$ cat config.mk
export PLATFORM = sky130hd
export DESIGN_NAME = acq_ctrl
export DESIGN_NICKNAME = d
export VERILOG_FILES = /design/src/rtl/acq_pkg.sv /design/src/rtl/acq_tx_seq.sv /design/src/rtl/acq_ctrl.sv
export SDC_FILE = /design/constraint.sdc
export NUM_CORES = 1
export LEC_CHECK = 0
export BUFFER_PORTS_ARGS = -buffer_cell sky130_fd_sc_hd__buf_2
export CORE_MARGIN = 5
export CORE_UTILIZATION = 55
export CTS_BUF_LIST = sky130_fd_sc_hd__clkbuf_8 sky130_fd_sc_hd__clkbuf_16
export DETAILED_ROUTE_END_ITERATION = 10
export PLACE_DENSITY = 0.84
export SYNTH_ARGS = -nofsm -noshare
export SYNTH_HDL_FRONTEND = slang
export SYNTH_SLANG_ARGS = --single-unit
$ cat constraint.sdc
create_clock -name sys_clk -period 4.3 [get_ports sys_clk]
set_input_delay 1.075 -clock sys_clk [delete_from_list [all_inputs] [get_ports sys_clk]]
set_output_delay 1.075 -clock sys_clk [all_outputs]
set_load 0.01 [all_outputs]
$ cat src/rtl/acq_pkg.sv
// Shared command byte codes, controller state encoding and command decode helper.
package acq_pkg;

    localparam logic [7:0] CODE_CAPTURE = 8'h53;
    localparam logic [7:0] CODE_READ    = 8'h52;
    localparam logic [7:0] CODE_ABORT   = 8'h41;

    localparam int CNT_W = 24;

    typedef enum logic [3:0] {
        IDLE,
        CAPTURE,
        SERIAL,
        PREFETCH,
        RD,
        LATCH,
        TX_HI,
        TX_LO,
        TX_WAIT
    } state_t;

    typedef enum logic [1:0] {
        CMD_NONE,
        CMD_CAPTURE,
        CMD_READ,
        CMD_ABORT
    } cmd_t;

    function automatic cmd_t decode_cmd(input logic i_vld, input logic [7:0] i_byte);
        cmd_t v_cmd;
        v_cmd = CMD_NONE;
        if (i_vld) begin
            case (i_byte)
                CODE_CAPTURE: v_cmd = CMD_CAPTURE;
                CODE_READ:    v_cmd = CMD_READ;
                CODE_ABORT:   v_cmd = CMD_ABORT;
                default:      v_cmd = CMD_NONE;
            endcase
        end
        return v_cmd;
    endfunction

endpackage

$ cat src/rtl/acq_tx_seq.sv
// UART byte-send handshake: fires when requested and the line is free; tx_en/tx_data one cycle after o_fire.
// tx_busy is disregarded for the two cycles following each tx_en, then must read low before the next send.
module acq_tx_seq (
    input  logic       sys_clk,
    input  logic       sys_rst_n,
    input  logic       i_req,
    input  logic [7:0] i_byte,
    input  logic       tx_busy,
    output logic       o_fire,
    output logic       tx_en,
    output logic [7:0] tx_data
);

    logic [1:0] r_guard;
    logic       r_tx_en;
    logic [7:0] r_tx_data;

    // Guard covers the tx_en cycle itself plus two more, so back-to-back strobes are impossible.
    assign o_fire  = i_req && (r_guard == 2'd0) && !tx_busy;
    assign tx_en   = r_tx_en;
    assign tx_data = r_tx_data;

    always_ff @(posedge sys_clk) begin
        if (!sys_rst_n) begin
            r_guard   <= 2'd0;
            r_tx_en   <= 1'b0;
            r_tx_data <= 8'h00;
        end else begin
            r_tx_en <= o_fire;
            if (o_fire) begin
                r_tx_data <= i_byte;
                r_guard   <= 2'd3;
            end else if (r_guard != 2'd0) begin
                r_guard <= r_guard - 2'd1;
            end
        end
    end

endmodule

$ cat src/rtl/acq_ctrl.sv
// ADC capture to SDRAM write FIFO and UART readback controller, driven by single-byte commands.
// Load/strobe outputs register one cycle after the deciding edge; UART sends stall on tx_busy.
module acq_ctrl
    import acq_pkg::*;
#(
    parameter int CH_NUM      = 8,
    parameter int DEPTH       = 32768,
    parameter int RD_PREFETCH = 64
) (
    input  logic         sys_clk,
    input  logic         sys_rst_n,
    input  logic         sdram_init_done,
    input  logic         cmd_done,
    input  logic [7:0]   cmd_data,
    input  logic         sample_valid,
    input  logic [127:0] ad_ch_bus,
    output logic         wr_load,
    output logic         wr_en,
    output logic [15:0]  wr_data,
    output logic         rd_load,
    output logic         rd_en,
    input  logic [15:0]  rd_data,
    input  logic         tx_busy,
    output logic         tx_en,
    output logic [7:0]   tx_data,
    output logic         busy,
    output logic         overflow
);

    localparam logic [CNT_W-1:0] DEPTH_W = CNT_W'(DEPTH);
    localparam logic [2:0]       LAST_CH = 3'(CH_NUM - 1);
    localparam int               PF_W    = (RD_PREFETCH > 1) ? $clog2(RD_PREFETCH) : 1;
    localparam logic [PF_W-1:0]  LAST_PF = PF_W'(RD_PREFETCH - 1);

    state_t             r_state;
    state_t             w_state_nxt;
    logic [127:0]       r_sample;
    logic [2:0]         r_ch_idx;
    logic [CNT_W-1:0]   r_word_cnt;
    logic [CNT_W-1:0]   r_rd_cnt;
    logic [PF_W-1:0]    r_pf_cnt;
    logic [15:0]        r_rd_word;
    logic               r_wr_load;
    logic               r_rd_load;
    logic               r_overflow;

    cmd_t               w_cmd;
    logic               w_abort;
    logic               w_tx_req;
    logic               w_tx_fire;
    logic [7:0]         w_tx_byte;

    assign w_cmd   = decode_cmd(cmd_done, cmd_data);
    assign w_abort = (w_cmd == CMD_ABORT);

    always_comb begin
        w_state_nxt = r_state;
        case (r_state)
            IDLE: begin
                if (w_cmd == CMD_CAPTURE && sdram_init_done) begin
                    w_state_nxt = CAPTURE;
                end else if (w_cmd == CMD_READ && r_word_cnt != '0) begin
                    w_state_nxt = PREFETCH;
                end
            end
            CAPTURE: begin
                if (sample_valid) begin
                    w_state_nxt = SERIAL;
                end
            end
            SERIAL: begin
                if (r_ch_idx == LAST_CH) begin
                    w_state_nxt = (r_word_cnt + 1'b1 == DEPTH_W) ? IDLE : CAPTURE;
                end
            end
            PREFETCH: begin
                if (r_pf_cnt == LAST_PF) begin
                    w_state_nxt = RD;
                end
            end
            RD:      w_state_nxt = LATCH;
            LATCH:   w_state_nxt = TX_HI;
            TX_HI: begin
                if (w_tx_fire) begin
                    w_state_nxt = TX_LO;
                end
            end
            TX_LO: begin
                if (w_tx_fire) begin
                    w_state_nxt = TX_WAIT;
                end
            end
            TX_WAIT: begin
                w_state_nxt = (r_rd_cnt + 1'b1 == r_word_cnt) ? IDLE : RD;
            end
            default: w_state_nxt = IDLE;
        endcase
        if (w_abort) begin
            w_state_nxt = IDLE;
        end
    end

    always_ff @(posedge sys_clk) begin
        if (!sys_rst_n) begin
            r_state    <= IDLE;
            r_sample   <= '0;
            r_ch_idx   <= 3'd0;
            r_word_cnt <= '0;
            r_rd_cnt   <= '0;
            r_pf_cnt   <= '0;
            r_rd_word  <= 16'h0000;
            r_wr_load  <= 1'b0;
            r_rd_load  <= 1'b0;
            r_overflow <= 1'b0;
        end else begin
            r_state   <= w_state_nxt;
            r_wr_load <= 1'b0;
            r_rd_load <= 1'b0;
            case (r_state)
                IDLE: begin
                    if (w_state_nxt == CAPTURE) begin
                        r_wr_load  <= 1'b1;
                        r_word_cnt <= '0;
                        r_overflow <= 1'b0;
                    end else if (w_state_nxt == PREFETCH) begin
                        r_rd_load <= 1'b1;
                        r_rd_cnt  <= '0;
                        r_pf_cnt  <= '0;
                    end
                end
                CAPTURE: begin
                    if (w_state_nxt == SERIAL) begin
                        r_sample <= ad_ch_bus;
                        r_ch_idx <= 3'd0;
                    end
                end
                SERIAL: begin
                    r_word_cnt <= r_word_cnt + 1'b1;
                    r_ch_idx   <= r_ch_idx + 3'd1;
                    if (sample_valid) begin
                        r_overflow <= 1'b1;
                    end
                end
                PREFETCH: r_pf_cnt  <= r_pf_cnt + 1'b1;
                LATCH:    r_rd_word <= rd_data;
                TX_WAIT:  r_rd_cnt  <= r_rd_cnt + 1'b1;
                default: ;
            endcase
            // Abort discards the capture length so a later readback has nothing to dump.
            if (w_abort) begin
                r_word_cnt <= '0;
            end
        end
    end

    assign w_tx_req  = (r_state == TX_HI || r_state == TX_LO) && !w_abort;
    assign w_tx_byte = (r_state == TX_HI) ? r_rd_word[15:8] : r_rd_word[7:0];

    acq_tx_seq u_tx_seq (
        .sys_clk   (sys_clk),
        .sys_rst_n (sys_rst_n),
        .i_req     (w_tx_req),
        .i_byte    (w_tx_byte),
        .tx_busy   (tx_busy),
        .o_fire    (w_tx_fire),
        .tx_en     (tx_en),
        .tx_data   (tx_data)
    );

    assign wr_en    = (r_state == SERIAL);
    assign wr_data  = wr_en ? r_sample[{r_ch_idx, 4'd0} +: 16] : 16'h0000;
    assign rd_en    = (r_state == RD);
    assign busy     = (r_state != IDLE);
    assign overflow = r_overflow;
    assign wr_load  = r_wr_load;
    assign rd_load  = r_rd_load;

endmodule

**After elaboration in Yosys (flattened, before gate mapping)**

Index checks and enable logic that the tools add are counted.

- Flip-flop bits (word level): 219
- Input port bits: 158
- Output and inout port bits: 31
- Logic and storage cells: 106

- Add/sub/neg operators: 5
- Equality and inequality tests: 26
- Shifts and indexed selects: 1
- Multiplexer cells: 32
- Bitwise logic cells: 2
- Reduce and logical (&&, ||, !) cells: 27

Operators with widths:

| kind | number |
|---|---|
| 128-bit by 8-bit indexed part select with 16-bit output | 1 |
| 24-bit one-hot mux with 2 select lines | 2 |
| 24-bit two-way mux | 3 |
| 24-bit by 1-bit adder with 24-bit output (second input constant) | 2 |
| 4-bit one-hot mux with 9 select lines | 1 |
| 4-bit two-way mux | 8 |
| 24-bit by 16-bit equality test with 1-bit output (second input constant) | 1 |
| 24-bit equality test | 1 |
| 8-bit by 7-bit equality test with 1-bit output (second input constant) | 3 |
| 24-bit nonzero test | 1 |
| 4-bit by 2-bit equality test with 1-bit output (second input constant) | 4 |
| 4-bit by 3-bit equality test with 1-bit output (second input constant) | 4 |
| 16-bit two-way mux | 1 |
| 6-bit two-way mux | 2 |
| 6-bit one-hot mux with 2 select lines | 1 |
| 2-bit nonzero test | 6 |
| 2-bit inequality test (second input constant) | 5 |
| 3-bit AND reduction | 3 |
| 4-bit by 1-bit equality test with 1-bit output (second input constant) | 2 |
| 8-bit two-way mux | 1 |
| 2-bit AND reduction | 4 |
| 6-bit by 1-bit adder with 6-bit output (second input constant) | 1 |
| 6-bit equality test (second input constant) | 1 |
| 2-bit two-way mux | 3 |
| 20 further kinds | 32 |

**Longest topological paths before layout**

- Depth in word-level cells: 15
- Gate-level depth with buffers: 12

**By module**

Synthesis repeated with hierarchy kept, for this count alone.

- Cell total of the unflattened synthesis: 1339
- Area total of the unflattened synthesis: 10991.8 sq um

Modules (own cells, without submodules):

| module | times used | cells an instance | area an instance (sq um) |
|---|---|---|---|
| acq_ctrl | 1 | 1288 | 10501.3 |
| acq_tx_seq | 1 | 51 | 490.5 |

**Worst setup path before layout**

Ideal clock, no wire load.

- Kind: flip-flop to output port
- Start point: register r_ch_idx[0]
- End point: output wr_data[10]
- Arrival time: 1.952 ns
- Slack: 1.273 ns
- Stages on the path, launching flop included: 6
- Buffers on the path: 2
- Cell sequence: dfxtp_1 -> clkbuf_1 -> buf_1 -> mux4_2 -> mux2i_1 -> nor2_1

- Word-level cells in the longest chain between the ends: 2

RTL lines:

| item | RTL line | RTL |
|---|---|---|
| start, declared | acq_ctrl.sv:38 | `logic [2:0] r_ch_idx;` |
| start signal, assigned | acq_ctrl.sv:139 | `r_ch_idx <= r_ch_idx + 3'd1;` |
| 128-bit by 8-bit indexed part select with 16-bit output | acq_ctrl.sv:171 | `assign wr_data = wr_en ? r_sample[{r_ch_idx, 4'd0} +: 16] : 16'h0000;` |
| 16-bit two-way mux | acq_ctrl.sv:171 |  |
| end, declared | acq_ctrl.sv:19 | `output logic [15:0] wr_data,` |

No other way between the ends.

**Final worst setup path**

- Start point: register r_state[0]
- End point: output wr_data[4]

- Word-level cells in the longest chain between the ends: 2

RTL lines:

| item | RTL line | RTL |
|---|---|---|
| start, declared | acq_ctrl.sv:35 | `state_t r_state;` |
| start signal, assigned | acq_ctrl.sv:116 | `r_state <= w_state_nxt;` |
| 4-bit by 2-bit equality test with 1-bit output | acq_ctrl.sv:170 | `assign wr_en = (r_state == SERIAL);` |
| 16-bit two-way mux | acq_ctrl.sv:171 |  |

No other way between the ends.

==> impl_metrics.py <==
metrics = {
    "global_routing": {
        "grt_pass1_vias": 10040,
        "grt_first_pass_wirelength_um": 50400,
        "grt_max_degree": 264,
        "grt_usage_pct": 25.05,
        "overflow": 0,
        "antenna_found_initial": 2,
    },
    "critical_path": {
        "worstSetupStartpointType": "flop",
        "arrival_ns": 2.65,
        "cp-end-kind": "primary output",
        "r2r_cells": 8,
        "slowest_delay_ns": 0.78,
        "slowest_stage": "dfxtp_1",
        "cp_data_required_time_ns": 3.22,
        "crit_type": "flop to primary output",
        "r2r-start": "r_word_cnt[1]",
        "path_max_fanout": 23,
        "rrSetupSlack_ns": 1.07,
        "rr_endpoint": "r_rd_cnt[13]",
        "path_cells": "inv_1 -> nand3_1 -> nor2_1 -> buf_2",
        "cp-startpoint": "r_state[0]",
    },
    "routing": {
        "drc": 0,
        "via_per_inst": 6.009,
        "drt-met1-wl_um": 12880,
        "antenna_left": 0,
        "drt_iter0_drc": 901,
        "wl_met3_um": 2253,
        "firstDrtPassIters": 6,
        "dr.max_layer_used": "met4",
        "wl_um": 32030,
        "routed-via-count": 10800,
        "wl_per_cell_um": 17.83,
        "dr_wl_met2_um": 15720,
    },
    "clock_tree": {
        "clk_path_buf_depth": 3,
        "cts.sinks": 219,
        "cts_tree": "yes",
        "cts-resized-gates": 0,
        "htree_levels": 1,
        "cts_inserted_buffers": 24,
        "clock_latency_ns": 0.52,
        "path_clk_slew_ns": 0.07,
        "cts_setup_buffers": 0,
        "holdBufCountCts": 0,
        "cts_root_buf": "clkbuf_16",
    },
    "final_layout": {
        "area_growth_pct": 14.79,
        "nets": 1667,
        "layout_commonest_cell": "nand2_1",
        "final_cell_mix": "230 x nand2_1, 218 x dfxtp_1, 187 x buf_2, 133 x nand3_1, 83 x o21ai_0",
        "n_fill_cell": 1739,
        "finalNonFillerCells": 1797,
        "drive_above_1_share_pct": 24.34,
    },
    "timing": {
        "finClkSkew_ns": 0.01902,
        "period_minus_slack_ns": 3.721,
        "slew_headroom_pct": 22.92,
        "fmax_mhz": 268.8,
        "hold_viol": 0,
        "fin_crit_sh_pct": 86.53,
        "final_max_slew_viol_count": 0,
        "rsz0062_at_grt": "no",
        "hold_slack_ns": 0.4474,
        "fin_tns_setup_ns": 0,
        "worst_slew_pin_slew_ns": 1.152,
        "setup_viol": 0,
    },
    "worst_hold_path": {
        "min_to": "r_sample[106]",
        "holdCritPathClass": "flop to flop",
        "worstHoldPathCells": 2,
        "min-delay-start": "r_sample[106]",
    },
    "yosys": {
        "synth_edf_count": 0,
        "synth_area_mm2": 0.01169,
        "ys_top_cells_by_area": "dfxtp_1 37%, nand2_1 7.4%, mux4_2 6.2%, nand3_1 5.7%, o21ai_0 3.6%",
        "avgSynthCellArea_um2": 8.360,
        "seq_area_frac_synth_pct": 37.49,
        "synth_flop_cell": "dfxtp_1",
        "synthDistinctLibCells": 68,
        "synth_top_cell_by_area": "dfxtp_1",
        "syn_nets": 1564,
        "synthArstFlopShare_pct": 0,
        "syn_inst": 1399,
        "ys_warn_count": 0,
        "synth_top_area_share_pct": 37.49,
        "ys_ff_latch": 219,
    },
    "die": {
        "fp.coreArea_mm2": 0.02096,
        "dieArea_mm2": 0.02428,
        "die_x_um": 155.8,
        "start_util_pct": 55.81,
        "io_pins": 189,
        "die_h_um": 155.8,
        "num_rows": 53,
    },
    "power": {
        "leakage_nw": 5.008,
        "power_density_mw_per_mm2": 339.9,
        "ir_drop_v": 0.0002734,
        "power_mw": 4.563,
    },
    "place": {
        "dpl.cell_count": 1751,
        "gp_congestion": 0.9697,
        "port_buffers": 188,
        "post-dp-hpwl_um": 22200,
    },
    "flow_run": {
        "drv_cap": 0,
    },
    "outcome": {
        "status": "completed",
    },
}
==> cells by family (layout without fill, tap and decap cells) <==
logic type      after synthesis  after routing  share of synthesized area (%)
compound gates              319            319                          17.31
xor+xnor                     43             43                          3.220
fa+ha+maj                     7              7                         0.7489
buf+inv                     139            260                          5.799
flops                       219            219                          37.49
mux                          56             56                          8.217
other cells                   0              2                              0
simple gates                616            616                          27.22
==> registers in the layout (all words and copies together) (netlist names) <==
register / cells
r_sample: 128
r_rd_cnt: 24
r_word_cnt: 24
r_rd_word: 16
u_tx_seq.tx_data: 8
r_pf_cnt: 6
r_state: 4
r_ch_idx: 3
u_tx_seq.r_guard: 2
overflow: 1
rd_load: 1
u_tx_seq.tx_en: 1
wr_load: 1
==> cell usage after synthesis (13+ instances only) <==
cell and number:
xor2_1 15, mux4_2 32, inv_1 13, o21ai_1 70, and3_1 15, xnor2_1 28
nand3_1 133, mux2i_1 24, nand2_1 230, o21ai_2 40, nor3_1 26, a21oi_1 29
nand4_1 17, a21boi_0 35, clkbuf_1 83, a31oi_1 18, dfxtp_1 219, nor2_1 70
o21ai_0 83, nand3_2 41
==> layer usage <==
layer  track usage [%]  vias to the layer above
met3             3.467                       81
li1                  -                     5185
met5                 0                        -
met4             8.795                        0
met2             41.78                      460
met1             33.44                     5072
==> power by group <==
group / switching, mW / total (mW) / leakage, nW / internal, mW
clock network: 0.847 / 2.31 / 0.461 / 1.46
registers: 0.00519 / 2.04 / 1.76 / 2.04
logic: 0.116 / 0.209 / 2.78 / 0.0929
total: 0.968 / 4.56 / 5.01 / 3.59
==> how the worst max path moves through the flow <==
stage	endpoint	slack [ns]
2_1_floorplan	wr_data[10]	1.27
3_3_place_gp	r_sample[90]	0.98
3_5_place_dp	r_sample[95]	0.90
4_1_cts	wr_data[4]	0.62
5_1_grt	wr_data[4]	0.43
6_report	wr_data[4]	0.58
==> per-stage QoR <==
stage               util, %  instance area, µm²  setup slack (ns)
finish                64.06               13420            0.5794
global route          64.06               13420            0.4263
CTS                   64.04               13420            0.6234
detailed placement    59.77               12520            0.9042
global placement      59.77               12520            0.9764
floorplan                 -               11700             1.273
==> worst max-delay path, delay by kind of cell (launching register included) <==
kind	cells	cell delay [ns]
buffers and inverters	2	0.40
AND/OR/NAND/NOR	2	0.93
flip-flops	1	0.78
==> cell type report <==
type / instances / area (µm²) / share of cell area (%)
diodes: 2 / 5.005 / 0.03728
repair buffers: 203 / 1114 / 8.295
clock buffers: 28 / 666.9 / 4.968
clock inverters: 16 / 227.7 / 1.696
inverters: 13 / 48.80 / 0.3635
flip-flops and latches: 219 / 4385 / 32.67
well taps: 275 / 344.1 / 2.563
multi-input cells: 1041 / 6633 / 49.41
Note: power is estimated with default switching activity, not from simulation.
